### src/rtl/fifo_synch_param.sv
// Parametrised single-clock FIFO with optional first-word-fall-through read,
// almost-full/almost-empty thresholds, sticky error flags and synchronous flush.
module fifo_synch_param #(
  parameter int unsigned DATA_W   = 8,
  parameter int unsigned DEPTH    = 16,
  parameter int unsigned AF_LEVEL = DEPTH - 2,
  parameter int unsigned AE_LEVEL = 2,
  parameter int unsigned FWFT     = 0
) (
  input  logic                       clk,
  input  logic                       rst,
  input  logic                       wr_en,
  input  logic                       rd_en,
  input  logic                       flush,
  input  logic                       clr_err,
  input  logic [DATA_W-1:0]          buf_in,
  output logic [DATA_W-1:0]          buf_out,
  output logic                       rd_valid,
  output logic                       buf_empty,
  output logic                       buf_full,
  output logic                       buf_almost_empty,
  output logic                       buf_almost_full,
  output logic [$clog2(DEPTH):0]     fifo_counter,
  output logic                       overflow,
  output logic                       underflow
);

  localparam int unsigned AW = $clog2(DEPTH);
  localparam int unsigned CW = AW + 1;
  localparam logic [CW-1:0] DEPTH_C = CW'(DEPTH);
  localparam logic [CW-1:0] AF_C    = CW'(AF_LEVEL);
  localparam logic [CW-1:0] AE_C    = CW'(AE_LEVEL);

  logic [DATA_W-1:0] mem_q [DEPTH];
  logic [AW-1:0]     wr_ptr_q, wr_ptr_d;
  logic [AW-1:0]     rd_ptr_q, rd_ptr_d;
  logic [CW-1:0]     count_q,  count_d;
  logic              overflow_q,  overflow_d;
  logic              underflow_q, underflow_d;
  logic              rd_ok, wr_ok;

  // Status flags decode straight from the occupancy register.
  assign buf_empty        = (count_q == '0);
  assign buf_full         = (count_q == DEPTH_C);
  assign buf_almost_empty = (count_q <= AE_C);
  assign buf_almost_full  = (count_q >= AF_C);
  assign fifo_counter     = count_q;
  assign overflow         = overflow_q;
  assign underflow        = underflow_q;

  // Accept decisions; a flush cycle ignores both requests.
  always_comb begin
    rd_ok = rd_en & ~buf_empty & ~flush;
    wr_ok = wr_en & (~buf_full | rd_ok) & ~flush;
  end

  // Next-state for pointers, occupancy and sticky error flags.
  always_comb begin
    wr_ptr_d    = wr_ptr_q;
    rd_ptr_d    = rd_ptr_q;
    count_d     = count_q;
    overflow_d  = overflow_q & ~clr_err;
    underflow_d = underflow_q & ~clr_err;
    if (flush) begin
      wr_ptr_d = '0;
      rd_ptr_d = '0;
      count_d  = '0;
    end else begin
      if (wr_ok) wr_ptr_d = wr_ptr_q + 1'b1;
      if (rd_ok) rd_ptr_d = rd_ptr_q + 1'b1;
      if (wr_ok && !rd_ok) count_d = count_q + 1'b1;
      else if (rd_ok && !wr_ok) count_d = count_q - 1'b1;
      // A new error event wins over a coincident clear.
      if (wr_en && buf_full && !rd_ok) overflow_d = 1'b1;
      if (rd_en && buf_empty) underflow_d = 1'b1;
    end
  end

  // Control state registers.
  always_ff @(posedge clk or posedge rst) begin
    if (rst) begin
      wr_ptr_q    <= '0;
      rd_ptr_q    <= '0;
      count_q     <= '0;
      overflow_q  <= 1'b0;
      underflow_q <= 1'b0;
    end else begin
      wr_ptr_q    <= wr_ptr_d;
      rd_ptr_q    <= rd_ptr_d;
      count_q     <= count_d;
      overflow_q  <= overflow_d;
      underflow_q <= underflow_d;
    end
  end

  // Storage array; contents need no reset since occupancy gates every read.
  always_ff @(posedge clk) begin
    if (wr_ok) mem_q[wr_ptr_q] <= buf_in;
  end

  generate
    if (FWFT == 0) begin : g_std
      logic [DATA_W-1:0] buf_out_q;
      logic              rd_valid_q;
      // Registered read: data loads on the accepting edge, valid for one cycle.
      always_ff @(posedge clk or posedge rst) begin
        if (rst) begin
          buf_out_q  <= '0;
          rd_valid_q <= 1'b0;
        end else begin
          rd_valid_q <= rd_ok;
          if (rd_ok) buf_out_q <= mem_q[rd_ptr_q];
        end
      end
      assign buf_out  = buf_out_q;
      assign rd_valid = rd_valid_q;
    end else begin : g_fwft
      // Head word is presented combinationally whenever something is stored.
      assign buf_out  = buf_empty ? '0 : mem_q[rd_ptr_q];
      assign rd_valid = ~buf_empty;
    end
  endgenerate

endmodule

### config.mk
export PLATFORM = sky130hd
export DESIGN_NAME = fifo_synch_param
export DESIGN_NICKNAME = d
export VERILOG_FILES = /design/src/rtl/fifo_synch_param.sv
export SDC_FILE = /design/constraint.sdc
export NUM_CORES = 1
export LEC_CHECK = 0
export BUFFER_PORTS_ARGS = -buffer_cell sky130_fd_sc_hd__clkbuf_2
export CORE_ASPECT_RATIO = 0.7
export CORE_MARGIN = 2
export CORE_UTILIZATION = 60
export DETAILED_ROUTE_END_ITERATION = 16
export HOLD_SLACK_MARGIN = 0.08
export PLACE_DENSITY = 0.81
export SLEW_MARGIN = 30
export SYNTH_ARGS = -nofsm -noshare
export SYNTH_HDL_FRONTEND = slang
export SYNTH_SLANG_ARGS = --single-unit
### constraint.sdc
create_clock -name clk -period 3.7 [get_ports clk]
set_input_delay 0.555 -clock clk [delete_from_list [all_inputs] [get_ports clk]]
set_output_delay 0.555 -clock clk [all_outputs]
set_load 0.02 [all_outputs]
==> results.py, run 1 <==
metrics = {
    "clock_tree": {
        "cts_sinks": 152,
        "cts_tree": "done",
        "clockBufferDepth": 2,
        "cts.clk_slew.worst_paths_ns": 0.07,
        "cts_buffers": 17,
        "post_cts_buffers": 0,
        "clockRootBuffer": "clkbuf_16",
        "ctsHoldBuffers": 0,
        "cts_resized": 0,
        "clk-insertion-delay-late_ns": 0.42,
        "htree_levels": 4,
    },
    "timing": {
        "hold_slack_ns": 0.1746,
        "setup_tns_ns": 0,
        "grt_setup_unrepaired": "false",
        "finalSetupViolCount": 0,
        "maxSlewViolCount": 0,
        "maxSlewHeadroom_pct": 48.12,
        "worstMarginPinSlew_ns": 0.7718,
        "finalCritPeriodShare_pct": 84.26,
        "skew_ns": 0.01328,
        "period_needed_ns": 3.118,
        "clock.fmax_mhz": 320.7,
        "hold_violations": 0,
    },
    "run_status": {
        "status": "complete, no violations",
    },
    "floorplanning": {
        "core-area_um2": 10320,
        "die_h_um": 90.06,
        "die_x_um": 126.9,
        "initial_core_util_pct": 61.53,
        "pin_count": 34,
        "rows": 31,
        "die_area_um2": 11430,
    },
    "route": {
        "dr.pass1.iters": 5,
        "drt_wl_total_um": 13170,
        "num_vias": 3504,
        "vias_per_cell": 6.325,
        "drt_iter0_drc": 365,
        "route.antenna.remaining_nets": 0,
        "wl_per_cell_um": 23.77,
        "drc": 0,
    },
    "setup_path": {
        "timing.rr.end": "fifo_counter[4]",
        "crit_chain": "or4_1, o21ai_2, nand4b_1, fa_1, a21o_1, a2111oi_0, a211oi_1, a21oi_1",
        "critical_path.endpoint_type": "register",
        "r2r_cells": 8,
        "path_max_fanout": 8,
        "start_kind": "register",
        "worst-setup-path-type": "register to register",
        "crit_buf_inv": 0,
        "cpLargestDelayFamily": "compound AO/OA/AOI/OAI gates",
        "regToRegSetupSlack_ns": 0.58,
        "worstPathRequired_ns": 4.05,
        "slowest_stage": "or4_1",
        "slowest_delay_ns": 0.60,
        "r2r_start": "fifo_counter[1]",
        "arrival_ns": 3.47,
        "path_depth": 8,
    },
    "global_route": {
        "grt_pass1_vias": 3557,
        "grtUsageTotal_pct": 25.12,
        "grt_start_max_net_pins": 25,
        "grt_pass1_wl_um": 20560,
        "overflow": 0,
        "antenna_found_initial": 0,
    },
    "power_and_ir_drop": {
        "power_density_nw_per_um2": 643.9,
        "fin_total_pwr_w": 0.004795,
        "peakVddDrop_uv": 414.7,
        "power.leakage_nw": 2.565,
    },
    "logic_synthesis": {
        "netlist_area_um2": 6349,
        "synthAdderAreaFrac_pct": 2.089,
        "synth_top_family_by_area": "multiplexers",
        "synth_flop_cell": "edfxtp_1",
        "async_flop_share_pct": 15.79,
        "syn_avg_cell_area_um2": 18.04,
        "synthDistinctLibCells": 46,
        "ys_seq_area_share_pct": 70.00,
        "yosys_register_bits": 152,
        "yosys-mux-area-fraction_pct": 15.04,
        "yosys_warnings": 0,
        "synth_edf_count": 128,
        "syn_nets": 376,
        "synth-xor-area-share_pct": 0.8277,
        "synth-simple-area-share_pct": 5.183,
        "synth-compound-area-share_pct": 4.513,
        "synth_cells": 352,
    },
    "worst_hold_path": {
        "hp-class": "primary input to asynchronous set/reset pin",
    },
    "placed_design": {
        "dpl.hpwl_um": 8424,
        "place.gp.congestion": 0.9177,
        "port_buffers": 33,
    },
    "cells_and_area": {
        "diodes": 0,
        "area_delta_synth_final_pct": 17.30,
        "drive_above_1_share_pct": 34.83,
        "fin_nets": 433,
    },
    "flow_run": {
        "cap_violations": 0,
    },
}
[per-stage QoR]
stage / cells / cell area, um2 / util, % / worst slack, ns
2_1_floorplan: 352 / 6349 / - / 0.7011
3_3_place_gp: 522 / 6829 / 66.19 / 0.7732
3_5_place_dp: 522 / 6830 / 66.20 / 0.6090
4_1_cts: 554 / 7447 / 72.18 / 0.5916
5_1_grt: 554 / 7447 / 72.18 / 0.3089
6_report: 554 / 7447 / 72.18 / 0.5823
[worst register-to-register path: cells and delay by family (launching register included)]
| kind | cells | cell delay [ns] |
|---|---|---|
| AOI/OAI and AO/OA | 5 | 1.13 |
| adders and majority gates | 1 | 0.53 |
| DFF | 1 | 0.48 |
| and+or+nand+nor | 2 | 0.91 |
[flip-flops by register name, summed over array words and instances (netlist names)]
signal and cells:
buf_out 8, rd_valid 1, fifo_counter 5, underflow 1
rd_ptr_q 4, mem_q 128, wr_ptr_q 4, overflow 1
[cells by family after synthesis]
logic type	after synthesis
muxes	55
and+or+nand+nor	62
adders and majority gates	10
xor gates and xnor gates	6
DFF	152
AOI/OAI and AO/OA	34
buffers and inverters	33
[how the worst max path moves through the flow]
| stage | start | to | slack [ns] |
|---|---|---|---|
| 3_3_place_gp | fifo_counter[1] | fifo_counter[4] | 0.77 |
| 3_5_place_dp | fifo_counter[1] | fifo_counter[4] | 0.61 |
| 5_1_grt | fifo_counter[1] | fifo_counter[4] | 0.31 |
| 4_1_cts | fifo_counter[1] | fifo_counter[4] | 0.59 |
| 2_1_floorplan | fifo_counter[1] | fifo_counter[4] | 0.70 |
| 6_report | fifo_counter[1] | fifo_counter[4] | 0.58 |
[synth_stat cells (2+ instances only)]
library cell	instances	area (um2)
a2111oi_0	3	26.28
a211oi_1	2	15.01
a21o_1	2	15.01
a21oi_1	6	30.03
buf_1	2	7.510
buf_2	6	30.03
buf_6	2	22.52
clkbuf_1	9	33.78
dfrtp_1	24	600.6
edfxtp_1	128	3844
ha_1	9	112.6
inv_1	13	48.80
mux2_2	3	33.78
mux2i_1	20	200.2
mux4_2	32	720.7
nand2_1	11	41.29
nand2b_1	5	31.28
nand3_1	5	25.02
nor2_1	15	56.30
nor2b_1	5	31.28
nor4_1	12	75.07
o21ai_0	2	10.01
o221ai_1	7	61.31
o311ai_2	2	32.53
or3_1	2	12.51
xnor2_1	4	35.03
xor2_1	2	17.52
[report_power, final]
group          total (W)  internal (W)  switching [W]  leakage [nW]
combinational   0.000906      0.000352       0.000553         0.807
sequential       0.00210       0.00196       0.000145          1.47
clock            0.00179       0.00108       0.000711         0.292
total            0.00480       0.00339        0.00141          2.56
[cells in the final DEF (no fill, tap or decap), types with 13 or more instances in the layout]
cell	n
buf_4	24
clkbuf_16	17
clkbuf_2	33
dfrtp_1	22
edfxtp_1	128
inv_1	13
mux2i_1	20
mux4_2	32
nor2_1	15
[final cells by class]
cell class                 instances  area (um2)
sequential                       152        4447
fill                             626        2870
multi-input combinational        167        1818
clock buffer                      17       425.4
timing repair buffer              57       345.3
clock inverter                    15       191.4
tap                              132       165.2
inverter                          14       55.05
[per-layer routing]
metal  global-route usage [%]  vias up  wire length (um)
met3                    7.857       10               939
met2                    37.10      127              6200
met5                        0        -                 0
li1                         -     1523                 -
met4                    5.495        0                96
met1                    37.58     1844              5929
No activity file was read; power rests on OpenSTA's default activity.
==> run 2, diff against run 1 <==
ABC_AREA = 1   (was default)
CORE_UTILIZATION = 61   (was 60)
PLACE_DENSITY = 0.82   (was 0.81)
clock period = 2.93 ns   (was 3.7 ns; I/O delays follow)
==> results.py, run 2 <==
metrics = {
    "global_route": {
        "grtUsageTotal_pct": 27.61,
        "grt_start_max_net_pins": 66,
        "grt_pass1_wl_um": 24040,
        "antenna_found_initial": 0,
        "overflow": 0,
        "grt_pass1_vias": 4624,
    },
    "cells_and_area": {
        "diodes": 0,
        "area_delta_synth_final_pct": 12.16,
        "multi_input_area_um2": 1941,
        "largest_reg_flops": 128,
        "stdcell_area_um2": 7523,
        "final_util_pct": 71.57,
        "regArea_um2": 4446,
        "final_common_cell": "nand2_1",
        "fillers": 722,
        "fin_nets": 698,
        "regMostFlops": "mem_q",
        "drive_above_1_share_pct": 14.26,
        "layout_common_cells": "nand2_1, edfxtp_1, nand3_1, nor2_1, clkbuf_2",
    },
    "clock_tree": {
        "cts_tree": "done",
        "post_cts_buffers": 0,
        "clk-insertion-delay-late_ns": 0.42,
        "ctsHoldBuffers": 0,
        "cts_sinks": 152,
        "cts.clk_slew.worst_paths_ns": 0.06,
        "htree_levels": 4,
        "cts_resized": 0,
        "clockBufferDepth": 2,
        "cts_buffers": 17,
        "clockRootBuffer": "clkbuf_16",
    },
    "logic_synthesis": {
        "async_flop_share_pct": 15.79,
        "synth_top_area_cell": "edfxtp_1",
        "syn_nets": 666,
        "synth_cells": 642,
        "synth_edf_count": 128,
        "synth_common_cells": "nand2_1, edfxtp_1, nand3_1, nor2_1, inv_1",
        "netlist_area_um2": 6708,
        "synth_flop_cell": "edfxtp_1",
        "yosys-top-cells-area": "edfxtp_1, nand2_1, dfrtp_1",
        "synthDistinctLibCells": 31,
        "synth_most_common_cell": "nand2_1",
        "syn_avg_cell_area_um2": 10.45,
        "yosys_warnings": 0,
        "ys_seq_area_share_pct": 66.26,
        "synthDominantCellAreaShare_pct": 57.30,
        "yosys_register_bits": 152,
    },
    "route": {
        "vias_per_cell": 5.726,
        "drt_wl_total_um": 15310,
        "drt_iter0_drc": 666,
        "dr.pass1.iters": 7,
        "route.antenna.remaining_nets": 0,
        "num_vias": 4781,
        "drc": 0,
        "wl_per_cell_um": 18.34,
    },
    "placed_design": {
        "port_buffers": 33,
        "place.gp.congestion": 0.9576,
        "pre_cts_ws_ns": 0.5704,
        "dpl.hpwl_um": 9806,
        "placed_area_um2": 6919,
    },
    "setup_path": {
        "crit_chain": "nor2_4, nand3_4, nand2_4, nand3_4, fa_1, nand3_1, nand3_1, nand2_1, inv_1, nand2_1, nand2_1, nand2_1, nand2_1",
        "slowest_delay_ns": 0.50,
        "crit_path_frequent_cell": "nand2_1",
        "worstPathRequired_ns": 3.25,
        "start_kind": "register",
        "path_max_fanout": 14,
        "arrival_ns": 2.71,
        "regToRegSetupSlack_ns": 0.54,
        "worst-setup-path-type": "register to register",
        "critical_path.endpoint_type": "register",
        "slowest_stage": "dfrtp_1",
    },
    "power_and_ir_drop": {
        "netSwitchingPower_w": 0.002315,
        "power.leakage_nw": 3.123,
        "pwr-share-seq_pct": 39.3,
        "intPower_w": 0.004286,
        "switching_share_pct": 35.06,
        "pwr-share-comb_pct": 27.7,
        "pwr-share-clk_pct": 33.0,
        "peakVddDrop_uv": 549.2,
        "fin_total_pwr_w": 0.006601,
        "power_density_nw_per_um2": 877.4,
    },
    "timing": {
        "skew_ns": 0.006367,
        "hold_violations": 0,
        "period_needed_ns": 2.391,
        "finalCritPeriodShare_pct": 81.60,
        "postLayoutSetupSlackWorst_ns": 0.5391,
        "setup_tns_ns": 0,
        "maxSlewViolCount": 0,
        "finalSetupViolCount": 0,
        "clock.fmax_mhz": 418.3,
        "maxSlewHeadroom_pct": 49.38,
        "worstMarginPinSlew_ns": 0.7565,
        "grt_setup_unrepaired": "false",
    },
    "floorplanning": {
        "rows": 31,
        "pin_count": 34,
        "die_h_um": 91.74,
        "die_area_um2": 11860,
        "die_x_um": 129.3,
        "initial_core_util_pct": 63.81,
        "core-area_um2": 10510,
    },
    "flow_run": {
        "cap_violations": 0,
    },
    "run_status": {
        "status": "complete, no violations",
    },
    "worst_hold_path": {
        "hp-class": "primary input to register",
    },
}
## run 2: logic make-up after synthesis
| kind of cell | after synthesis | share of synthesized area, % |
|---|---|---|
| xor+xnor | 2 | 0.2612 |
| fa+ha+maj | 10 | 1.977 |
| compound gates | 32 | 2.518 |
| simple gates | 382 | 24.17 |
| flops | 152 | 66.26 |
| buf+inv | 64 | 4.813 |
## run 2: metrics by stage
step                hold WS [ns]  instances
finish                    0.2075        835
detailed placement        0.4670        802
CTS                       0.2071        834
global placement          0.4728        802
global route              0.2244        835
floorplan                 0.4541        642
## run 2: routing by layer
layer / vias up / GRT usage, % / wire [um]
li1: 2198 / - / -
met1: 2286 / 37.62 / 6109
met2: 263 / 42.19 / 7152
met3: 34 / 7.351 / 1659
met4: 0 / 11.96 / 391
met5: - / 0 / 0
## run 2: worst paths after layout
kind                            startpoint  depth (start not counted)              end
max in group asynchronous              rst                          3      rd_ptr_q[0]
hold / removal                     clr_err                          2        underflow
hold reg to reg                 buf_out[5]                          2       buf_out[5]
setup / recovery           fifo_counter[1]                         13  fifo_counter[4]
setup reg to reg           fifo_counter[1]                         13  fifo_counter[4]
min in group asynchronous              rst                          3       buf_out[3]
## run 2: layout make-up
type / count / area share (%)
flip-flops and latches: 152 / 59.09
repair buffers: 39 / 2.827
inverters: 38 / 1.929
multi-input cells: 426 / 25.79
well taps: 148 / 2.461
clock inverters: 15 / 2.245
clock buffers: 17 / 5.654
## run 2: worst max-delay path: cells and delay by family, from the launching register on
| kind | cells | cell delay (ns) |
|---|---|---|
| fa+ha+maj | 1 | 0.47 |
| flops | 1 | 0.50 |
| simple gates | 11 | 1.27 |
| buf+inv | 1 | 0.05 |
## run 2: power by group through the flow
stage | clock network [W] | registers, W | logic (W)
3_5_place_dp | 0 | 0.00263 | 0.00178
4_1_cts | 0.00218 | 0.00259 | 0.00181
2_1_floorplan | 0 | 0.00273 | 0.00124
6_report | 0.00218 | 0.00259 | 0.00183
3_3_place_gp | 0 | 0.00263 | 0.00174
5_1_grt | 0.00228 | 0.00261 | 0.00202
